File: src/rtl/lcd_hd44780_responder.sv
// HD44780-side responder for the 8-bit write bus: captures bytes on E falls,
// decodes instructions, keeps AC and a 128-byte DDRAM mirror, and models BF timing.
module lcd_hd44780_responder #(
   parameter int SYNC_STAGES  = 2,
   parameter int T_BUSY_CMD   = 2000,
   parameter int T_BUSY_CLEAR = 76000
) (
   input  logic       clk,
   input  logic       reset,
   input  logic       lcd_e,
   input  logic       lcd_rs,
   input  logic       lcd_rw,
   input  logic [7:0] lcd_data,
   input  logic [6:0] rd_addr,
   output logic [7:0] rd_data,
   output logic       busy_flag,
   output logic [6:0] addr_counter,
   output logic       display_on,
   output logic       cursor_on,
   output logic       blink_on,
   output logic       entry_inc,
   output logic       entry_shift,
   output logic       func_8bit,
   output logic       func_2line,
   output logic [7:0] captured_byte,
   output logic       instr_valid,
   output logic       data_valid,
   output logic       protocol_error,
   output logic [1:0] fsm_state
);

   localparam int CW = $clog2(T_BUSY_CLEAR + 1);
   localparam logic [CW-1:0] LOAD_CMD   = CW'(T_BUSY_CMD - 1);
   localparam logic [CW-1:0] LOAD_CLEAR = CW'(T_BUSY_CLEAR - 1);

   localparam logic [1:0] S_IDLE       = 2'd0;
   localparam logic [1:0] S_DECODE     = 2'd1;
   localparam logic [1:0] S_CLEAR_FILL = 2'd2;
   localparam logic [1:0] S_BUSY       = 2'd3;

   // Valid/ready contract on the LCD bus: a byte is offered by an E falling edge;
   // the responder is ready only while busy_flag=0, anything else is rejected.
   logic [10:0]   sync_q [SYNC_STAGES];
   logic          e_s, rs_s, rw_s, e_prev;
   logic [7:0]    data_s;
   logic          e_fall, accept, reject;
   logic [1:0]    state;
   logic [CW-1:0] busy_cnt;
   logic [6:0]    fill_addr;
   logic          fill_pending;
   logic          cgram_sel;
   logic [7:0]    ddram [128];
   logic          mem_we;
   logic [6:0]    mem_waddr;
   logic [7:0]    mem_wdata;

   assign {e_s, rs_s, rw_s, data_s} = sync_q[SYNC_STAGES-1];
   assign e_fall    = e_prev & ~e_s;
   assign accept    = e_fall & ~busy_flag & ~rw_s;
   assign reject    = e_fall & (busy_flag | rw_s);
   assign fsm_state = state;

   function automatic logic [6:0] ac_step(input logic [6:0] ac, input logic inc,
                                          input logic two_line);
      logic [6:0] nxt;
      nxt = inc ? ac + 7'd1 : ac - 7'd1;
      if (two_line) begin
         if (inc && ac == 7'h27)       nxt = 7'h40;
         else if (inc && ac == 7'h67)  nxt = 7'h00;
         else if (!inc && ac == 7'h40) nxt = 7'h27;
         else if (!inc && ac == 7'h00) nxt = 7'h67;
      end else begin
         if (inc && ac == 7'h4F)       nxt = 7'h00;
         else if (!inc && ac == 7'h00) nxt = 7'h4F;
      end
      return nxt;
   endfunction

   // The whole bus moves through the synchronizer as one word so rs/rw/data line up with E.
   always_ff @(posedge clk or negedge reset) begin
      if (!reset) begin
         for (int i = 0; i < SYNC_STAGES; i++) sync_q[i] <= '0;
      end else begin
         sync_q[0] <= {lcd_e, lcd_rs, lcd_rw, lcd_data};
         for (int i = 1; i < SYNC_STAGES; i++) sync_q[i] <= sync_q[i-1];
      end
   end

   always_comb begin
      mem_we    = 1'b0;
      mem_waddr = fill_addr;
      mem_wdata = 8'h20;
      if (state == S_CLEAR_FILL) begin
         mem_we = 1'b1;
      end else if (accept && rs_s && !cgram_sel) begin
         mem_we    = 1'b1;
         mem_waddr = addr_counter;
         mem_wdata = data_s;
      end
   end

   always_ff @(posedge clk) begin
      if (mem_we) ddram[mem_waddr] <= mem_wdata;
   end

   always_ff @(posedge clk or negedge reset) begin
      if (!reset) begin
         state          <= S_CLEAR_FILL;
         busy_flag      <= 1'b1;
         busy_cnt       <= LOAD_CLEAR;
         fill_addr      <= '0;
         fill_pending   <= 1'b0;
         addr_counter   <= '0;
         cgram_sel      <= 1'b0;
         display_on     <= 1'b0;
         cursor_on      <= 1'b0;
         blink_on       <= 1'b0;
         entry_inc      <= 1'b1;
         entry_shift    <= 1'b0;
         func_8bit      <= 1'b1;
         func_2line     <= 1'b0;
         captured_byte  <= '0;
         instr_valid    <= 1'b0;
         data_valid     <= 1'b0;
         protocol_error <= 1'b0;
         rd_data        <= '0;
         e_prev         <= 1'b0;
      end else begin
         e_prev         <= e_s;
         rd_data        <= ddram[rd_addr];
         instr_valid    <= 1'b0;
         data_valid     <= 1'b0;
         protocol_error <= reject;
         case (state)
            S_IDLE: begin
               if (accept) begin
                  captured_byte <= data_s;
                  busy_flag     <= 1'b1;
                  busy_cnt      <= LOAD_CMD;
                  fill_pending  <= 1'b0;
                  state         <= S_DECODE;
                  if (rs_s) begin
                     data_valid <= 1'b1;
                     if (!cgram_sel) addr_counter <= ac_step(addr_counter, entry_inc, func_2line);
                  end else begin
                     instr_valid <= 1'b1;
                     casez (data_s)
                        8'b1???????: begin
                           addr_counter <= data_s[6:0];
                           cgram_sel    <= 1'b0;
                        end
                        8'b01??????: cgram_sel <= 1'b1;
                        8'b001?????: begin
                           func_8bit  <= data_s[4];
                           func_2line <= data_s[3];
                        end
                        8'b0001????: begin
                           // S/C=1 is a display shift, which the mirror does not model.
                           if (!data_s[3]) addr_counter <= ac_step(addr_counter, data_s[2], func_2line);
                        end
                        8'b00001???: {display_on, cursor_on, blink_on} <= data_s[2:0];
                        8'b000001??: {entry_inc, entry_shift} <= data_s[1:0];
                        8'b0000001?: begin
                           addr_counter <= '0;
                           busy_cnt     <= LOAD_CLEAR;
                        end
                        8'b00000001: begin
                           addr_counter <= '0;
                           entry_inc    <= 1'b1;
                           cgram_sel    <= 1'b0;
                           busy_cnt     <= LOAD_CLEAR;
                           fill_addr    <= '0;
                           fill_pending <= 1'b1;
                        end
                        default: ;
                     endcase
                  end
               end
            end
            S_DECODE: begin
               busy_cnt <= busy_cnt - 1'b1;
               state    <= fill_pending ? S_CLEAR_FILL : S_BUSY;
            end
            S_CLEAR_FILL: begin
               // The busy count keeps running during the fill so the total stays T_BUSY_CLEAR.
               if (busy_cnt != '0) busy_cnt <= busy_cnt - 1'b1;
               fill_addr <= fill_addr + 7'd1;
               if (fill_addr == 7'h7F) state <= S_BUSY;
            end
            S_BUSY: begin
               if (busy_cnt == '0) begin
                  busy_flag <= 1'b0;
                  state     <= S_IDLE;
               end else begin
                  busy_cnt <= busy_cnt - 1'b1;
               end
            end
            default: state <= S_IDLE;
         endcase
      end
   end

endmodule

File: config.mk
export PLATFORM = sky130hd
export DESIGN_NAME = lcd_hd44780_responder
export DESIGN_NICKNAME = d
export VERILOG_FILES = /design/src/rtl/lcd_hd44780_responder.sv
export SDC_FILE = /design/constraint.sdc
export NUM_CORES = 1
export LEC_CHECK = 0
export CAP_MARGIN = 15
export CORE_MARGIN = 2
export CORE_UTILIZATION = 45
export DETAILED_ROUTE_END_ITERATION = 8
export GPL_TIMING_DRIVEN = 0
export RECOVER_POWER = 25
export REMOVE_ABC_BUFFERS = 1
export SETUP_SLACK_MARGIN = 0.1
export SLEW_MARGIN = 20
export SYNTH_ARGS = -nofsm -noshare
export SYNTH_HDL_FRONTEND = slang
export SYNTH_SLANG_ARGS = --single-unit
File: constraint.sdc
create_clock -name clk -period 3.9 [get_ports clk]
set_input_delay 0.585 -clock clk [delete_from_list [all_inputs] [get_ports clk]]
set_output_delay 0.585 -clock clk [all_outputs]
set_load 0.02 [all_outputs]
## Word-level counts from Yosys, hierarchy flattened

Memory sizes are Yosys's and may differ from the RTL's. A register that Yosys moved wholly into a read port is not among the register bits.
Cells that the tools add are included.

- Register bits after elaboration: 77
- RAM bits: 1024
- Bits of input ports: 20
- Output and inout bits: 36
- Memories kept: 1

Memory list:

| name | words | width | read ports | clocked after Yosys merged registers in | wr ports | line | source |
|---|---|---|---|---|---|---|---|
| ddram | 128 | 8 | 1 | 1 | 1 | 52 | `logic [7:0] ddram [128];` |

- $add $sub $neg: 4
- Equality and inequality tests: 24
- Mux-type cells: 56
- Bitwise logic cells: 9
- Reduce and logical (&&, ||, !) cells: 38

Operators by type and width:

| kind | number |
|---|---|
| two-way mux 7 bit | 24 |
| two-way mux 17 bit | 5 |
| one-hot mux 17 bit (4 select lines) | 1 |
| equality test 7 bit, second input constant | 4 |
| AND reduction 4 bit | 6 |
| one-hot mux 7 bit (3 select lines) | 1 |
| zero test 17 bit | 1 |
| nonzero test 17 bit | 1 |
| subtractor 17 x 1 -> 17 bit, second input constant | 1 |
| two-way mux 8 bit | 2 |
| two-way mux 1 bit | 15 |
| adder 7 x 1 -> 7 bit, second input constant | 2 |
| one-hot mux 7 bit (2 select lines) | 1 |
| logical AND 1 bit | 12 |
| inequality test 2 bit, second input constant | 5 |
| AND reduction 3 bit | 3 |
| equality test 8 x 1 -> 1 bit, second input constant | 1 |
| one-hot mux 2 bit (4 select lines) | 1 |
| nonzero test 2 bit | 4 |
| equality test 7 x 1 -> 1 bit, second input constant | 1 |
| equality test 7 x 6 -> 1 bit, second input constant | 1 |
| zero test 7 bit | 1 |
| subtractor 7 x 1 -> 7 bit, second input constant | 1 |
| equality test 6 x 1 -> 1 bit, second input constant | 1 |
| other kinds (18) | 36 |

## Depth between registers and ports, before layout

- Depth in word-level cells: 10
- Depth in mapped cells: 10

## Worst setup path after synthesis

OpenSTA, ideal clock, no wires.

- Path type: register to register
- From: register busy_flag
- To: memory ddram[0][0], data pin
- Setup time: 533 ps
- Data arrival time: 3382 ps
- Data required time: 3367 ps
- Setup slack: -16 ps
- Stages on the path, launching flop included: 7
- Path through: dfstp_2 or4b_1 buf_2 nor4_4 buf_4 buf_4 and2_1

- Word-level cells in the longest chain between the ends: 7

RTL lines:

| item | line | source |
|---|---|---|
| start, declared | 16 | `output logic busy_flag,` |
| start signal, assigned | 109 | `busy_flag <= 1'b1;` |
| start signal, assigned | 138 | `busy_flag <= 1'b1;` |
| start signal, assigned | 192 | `busy_flag <= 1'b0;` |
| NOT 1 bit | 59 | `assign accept = e_fall & ~busy_flag & ~rw_s;` |
| AND 1 bit (2 in series) | 59 |  |
| logical AND 1 bit (2 in series) | 95 | `end else if (accept && rs_s && !cgram_sel) begin` |
| two-way mux 8 bit | 95 |  |
| two-way mux 8 bit | 93 | `if (state == S_CLEAR_FILL) begin` |
| named net mem_wdata[0] | 55 | `logic [7:0] mem_wdata;` |
| end, declared | 52 |  |

The timed path passes the listed nets, and every way through them passes these cells.

## Worst setup path after layout

- From: register sync_q, in the netlist e_s
- To: memory ddram[45][4] (enable)

- Word-level cells in the longest chain between the ends: 10

RTL lines:

| item | line | source |
|---|---|---|
| start, declared | 43 | `logic [10:0] sync_q [SYNC_STAGES];` |
| NOT 1 bit (*) | 58 | `assign e_fall = e_prev & ~e_s;` |
| AND 1 bit (*) | 58 |  |
| AND 1 bit (*) (2 in series) | 59 |  |
| logical AND 1 bit (*) (2 in series) | 95 |  |
| two-way mux 1 bit | 95 |  |
| two-way mux 1 bit | 93 |  |
| two-way mux 1 bit | 103 | `if (mem_we) ddram[mem_waddr] <= mem_wdata;` |
| two-way mux 1 bit (not written as such) | 103 |  |

Mark *: on every way between the ends. The rest lies on a longest branch, timed or not.

==> impl_metrics.xml <==
<?xml version="1.0" encoding="UTF-8"?>
<metrics>
  <group name="floorplan">
    <metric name="die_y" unit="um">316</metric>
    <metric name="core.rowCount" unit="">114</metric>
    <metric name="design.die.area" unit="um^2">100000</metric>
    <metric name="fp.dieW" unit="um">316</metric>
    <metric name="core_area" unit="um^2">96600</metric>
    <metric name="num_io_pins" unit="">56</metric>
    <metric name="start_util" unit="%">45.4</metric>
  </group>
  <group name="yosys">
    <metric name="netlist_instances" unit="">2250</metric>
    <metric name="flip_flop_and_latch_count_after_synthesis" unit="">1109</metric>
    <metric name="synth_edf_count" unit="">1024</metric>
    <metric name="synth-async-reset-ratio" unit="%">7.66</metric>
    <metric name="post_synth_instance_area" unit="um^2">43800</metric>
    <metric name="synthFlopType" unit="">sky130_fd_sc_hd__edfxtp_1</metric>
    <metric name="synth_cell_type_count" unit="">75</metric>
    <metric name="syn-mean-instance-area" unit="um^2">19.5</metric>
    <metric name="yosysWarningCount" unit="">0</metric>
    <metric name="yosys-top-cells-area" unit="">sky130_fd_sc_hd__edfxtp_1 70%, sky130_fd_sc_hd__mux4_2 13%, sky130_fd_sc_hd__dfrtp_1 4.1%</metric>
    <metric name="synth.largest_area_cell" unit="">sky130_fd_sc_hd__edfxtp_1</metric>
    <metric name="yosysSeqAreaShare" unit="%">75.0</metric>
    <metric name="yosysTopAreaCellShare" unit="%">70.1</metric>
  </group>
  <group name="place">
    <metric name="post-dp-hpwl" unit="mm">62.0</metric>
    <metric name="gp_congestion" unit="">0.788</metric>
    <metric name="placement.io_buffers" unit="">55</metric>
    <metric name="dpl_cell_area" unit="um^2">46200</metric>
  </group>
  <group name="timing">
    <metric name="holdWs" unit="ns">0.347</metric>
    <metric name="final_max_slew_viols" unit="">185</metric>
    <metric name="final.setup_skew" unit="ns">0.0636</metric>
    <metric name="final_cycle_utilization_of_the_critical_path" unit="%">97.2</metric>
    <metric name="hold_viol_final" unit="">0</metric>
    <metric name="transition_time_at_the_pin_with_the_least_slew_margin" unit="ns">1.98</metric>
    <metric name="unrepaired_setup_endpoints_after_global_routing" unit="">true</metric>
    <metric name="setup_violations" unit="">0</metric>
    <metric name="slew-limit-headroom" unit="%">-31.7</metric>
    <metric name="finalCriticalPeriod" unit="ns">3.79</metric>
    <metric name="setup_total_negative_slack" unit="ns">0</metric>
    <metric name="max_freq" unit="GHz">0.264</metric>
  </group>
  <group name="clock_tree">
    <metric name="cts_max_level" unit="">3</metric>
    <metric name="clock_sink_count" unit="">1109</metric>
    <metric name="cts_buffers" unit="">109</metric>
    <metric name="tritoncts" unit="">done</metric>
    <metric name="cts_max_path_buffers" unit="">3</metric>
    <metric name="worst_setup_hold_path_clk_slew" unit="ns">0.06</metric>
    <metric name="clock-root-buffer" unit="">sky130_fd_sc_hd__clkbuf_16</metric>
    <metric name="worst_skew_late_latency" unit="ns">0.69</metric>
  </group>
  <group name="min_path">
    <metric name="hp-start" unit="">sync_q[15]$_DFF_PN0_</metric>
    <metric name="hold_path_class" unit="">flop to flop</metric>
    <metric name="timing.hold.worst_endpoint" unit="">data_s[4]$_DFF_PN0_</metric>
    <metric name="holdPathStages" unit="">0</metric>
  </group>
  <group name="pwr">
    <metric name="max-vdd-ir-drop" unit="mV">0.474</metric>
    <metric name="p_leak" unit="uW">0.0162</metric>
    <metric name="power.density" unit="nW/um^2">530</metric>
  </group>
  <group name="route">
    <metric name="drt-vias-per-instance" unit="">5.98</metric>
    <metric name="remaining_antenna_violation_count_after_routing" unit="">0</metric>
    <metric name="first_pass_iters" unit="">5</metric>
    <metric name="drt_iter0_drc" unit="">2247</metric>
    <metric name="vias_after_detailed_routing" unit="">22000</metric>
    <metric name="postRouteWirelength" unit="mm">100</metric>
    <metric name="drt_drc_violations_left" unit="">0</metric>
    <metric name="wl_per_cell" unit="um">27.3</metric>
  </group>
  <group name="setup_path">
    <metric name="cp.arrival" unit="ns">4.06</metric>
    <metric name="worstSetupPathType" unit="">flop to flop</metric>
    <metric name="worstSetupStartpointType" unit="">flop</metric>
    <metric name="regToRegEndpoint" unit="">ddram[45][4]$_DFFE_PP_</metric>
    <metric name="setup.worst_path.end_class" unit="">flop</metric>
    <metric name="worstPathCellList" unit="">or4b_1, nor4_4, buf_8, buf_6, a31o_2, nand2_2, nor2_2</metric>
    <metric name="crit_path_max_incr_delay" unit="ns">0.71</metric>
    <metric name="crit_family" unit="">simple AND/OR/NAND/NOR gates</metric>
    <metric name="startpoint" unit="">e_s$_DFF_PN0_</metric>
    <metric name="critical_path_cell_count" unit="">7</metric>
    <metric name="crit_buf_inv" unit="">2</metric>
    <metric name="reg2regPathDepth" unit="">7</metric>
    <metric name="critPathRequiredTime" unit="ns">4.17</metric>
    <metric name="setup.reg_to_reg.worst_slack" unit="ns">0.11</metric>
    <metric name="crit_slowest_cell" unit="">sky130_fd_sc_hd__or4b_1</metric>
    <metric name="worst_path_max_fanout" unit="">16</metric>
    <metric name="timing.rr.start" unit="">e_s$_DFF_PN0_</metric>
  </group>
  <group name="run_status">
    <metric name="status" unit="">complete, but fails checks</metric>
    <metric name="failed_checks" unit="">capacitance limit, slew limit</metric>
  </group>
  <group name="final_layout">
    <metric name="finish.net_count" unit="">2336</metric>
    <metric name="synthToLayoutAreaGrowth" unit="%">14.8</metric>
    <metric name="final_layout_size_suffix_gt1_share" unit="%">27.1</metric>
    <metric name="design_area" unit="um^2">50300</metric>
  </group>
  <group name="global_route">
    <metric name="wire_length_of_the_first_global_routing_pass" unit="mm">148</metric>
    <metric name="grt_overflow_total" unit="">0</metric>
    <metric name="grt_usage" unit="%">20.2</metric>
    <metric name="grt_max_degree" unit="">81</metric>
    <metric name="first_global_vias" unit="">22500</metric>
    <metric name="grt_antenna_before_repair" unit="">2</metric>
  </group>
  <group name="job">
    <metric name="drv_cap" unit="">3</metric>
  </group>
</metrics>
repair_timing:
action,4_1_cts,5_1_grt
gates resized for setup,145,25
endpoints found under the hold margin,7,0
setup buffers,1,2
pin swaps,1,2
hold buffers,1,0
endpoints found under the setup margin,1024,442
gates cloned,0,0
worst max path at each step:
stage,endpoint,slack (ns)
after floorplan,ddram[0][2]$_DFFE_PP_,-0.45
after global routing,ddram[61][2]$_DFFE_PP_,0.007
after global placement,rd_data[4]$_DFF_PN0_,-15.55
after CTS,ddram[68][0]$_DFFE_PP_,-0.09
after detailed placement,ddram[47][5]$_DFFE_PP_,-0.78
final,ddram[45][4]$_DFFE_PP_,0.11
metal layers:
| layer | vias up | track usage, % | wire length (um) |
|---|---|---|---|
| met5 | - | 0 | 0 |
| met4 | 0 | 5.70 | 2410 |
| met1 | 11700 | 28.3 | 42100 |
| met3 | 153 | 3.49 | 6500 |
| li1 | 9368 | - | - |
| met2 | 809 | 33.0 | 49400 |
registers in the layout, indices dropped and copies added, names as in the netlist, 2 cells and up:
register,cells
addr_counter,7
fsm_state,2
data_s,8
fill_addr,7
rd_data,8
ddram,1024
sync_q,11
busy_cnt,17
captured_byte,8
synthesized netlist by cell type, types with 11 or more instances:
cell,count
sky130_fd_sc_hd__a21oi_1,26
sky130_fd_sc_hd__a22o_1,12
sky130_fd_sc_hd__a22oi_1,37
sky130_fd_sc_hd__a31oi_1,19
sky130_fd_sc_hd__buf_1,11
sky130_fd_sc_hd__buf_2,41
sky130_fd_sc_hd__clkbuf_1,87
sky130_fd_sc_hd__dfrtp_1,71
sky130_fd_sc_hd__dfstp_2,14
sky130_fd_sc_hd__edfxtp_1,1024
sky130_fd_sc_hd__inv_1,19
sky130_fd_sc_hd__mux2_2,14
sky130_fd_sc_hd__mux2i_1,66
sky130_fd_sc_hd__mux4_2,256
sky130_fd_sc_hd__nand2_1,59
sky130_fd_sc_hd__nand2b_1,12
sky130_fd_sc_hd__nand3_1,20
sky130_fd_sc_hd__nor2_1,169
sky130_fd_sc_hd__nor3_1,42
sky130_fd_sc_hd__nor4_1,16
sky130_fd_sc_hd__o21ai_0,21
sky130_fd_sc_hd__o22ai_1,68
power breakdown:
| part | leakage, uW | total, uW | switching, uW | internal [uW] |
|---|---|---|---|---|
| Sequential | 0.0106 | 13600 | 371 | 13200 |
| Combinational | 0.00389 | 2640 | 1630 | 1010 |
| Clock | 0.00175 | 10500 | 4450 | 6000 |
per-stage QoR:
step | setup WS (ns) | power (uW) | instances | util (%)
2_1_floorplan | -0.449 | 15200 | 2109 | -
3_3_place_gp | -15.55 | 16800 | 3440 | 47.0
3_5_place_dp | -0.778 | 16400 | 3469 | 47.8
4_1_cts | -0.0926 | 26900 | 3676 | 52.1
5_1_grt | 0.00700 | 27500 | 3678 | 52.1
6_report | 0.107 | 26700 | 3680 | 52.1
area by class of cell:
type	count	area (um^2)
flip-flops and latches	1109	32900
well taps	1276	1600
multi-input cells	981	10900
inverters	19	71.3
repair buffers	88	1240
clock buffers	144	3020
diodes	2	5.00
fillers	7464	46200
clock inverters	61	582
cells by family (layout without fill, tap and decap cells):
family          after synthesis  after routing  synth area share (%)
flops                      1109           1109                  75.0
xor+xnor                     14             14                 0.280
buf+inv                     160            312                  1.50
mux                         336            336                  15.0
compound gates              235            235                  3.68
simple gates                388            388                  4.27
other cells                   0              2                     0
fa+ha+maj                     8              8                 0.228
layout by cell type, fill, tap and decap left out, drive strengths merged, types with 7 or more instances in the layout:
| cell type | instances |
|---|---|
| mux4 | 256 |
| nor4 | 17 |
| a31oi | 19 |
| a22o | 12 |
| and2 | 9 |
| clkbuf | 146 |
| bufinv | 8 |
| clkdlybuf4s50 | 7 |
| a22oi | 37 |
| mux2i | 66 |
| dfrtp | 71 |
| edfxtp | 1024 |
| mux2 | 14 |
| o21ai | 25 |
| nor3 | 43 |
| nand4 | 7 |
| xor2 | 10 |
| nor2 | 169 |
| nand3 | 20 |
| a21oi | 27 |
| buf | 34 |
| dlygate4sd3 | 45 |
| dfstp | 14 |
| o22ai | 68 |
| inv | 24 |
| nand2b | 12 |
| or2 | 12 |
| ha | 8 |
| clkinv | 43 |
| nand2 | 59 |
Power figures use the tool's default switching activity.
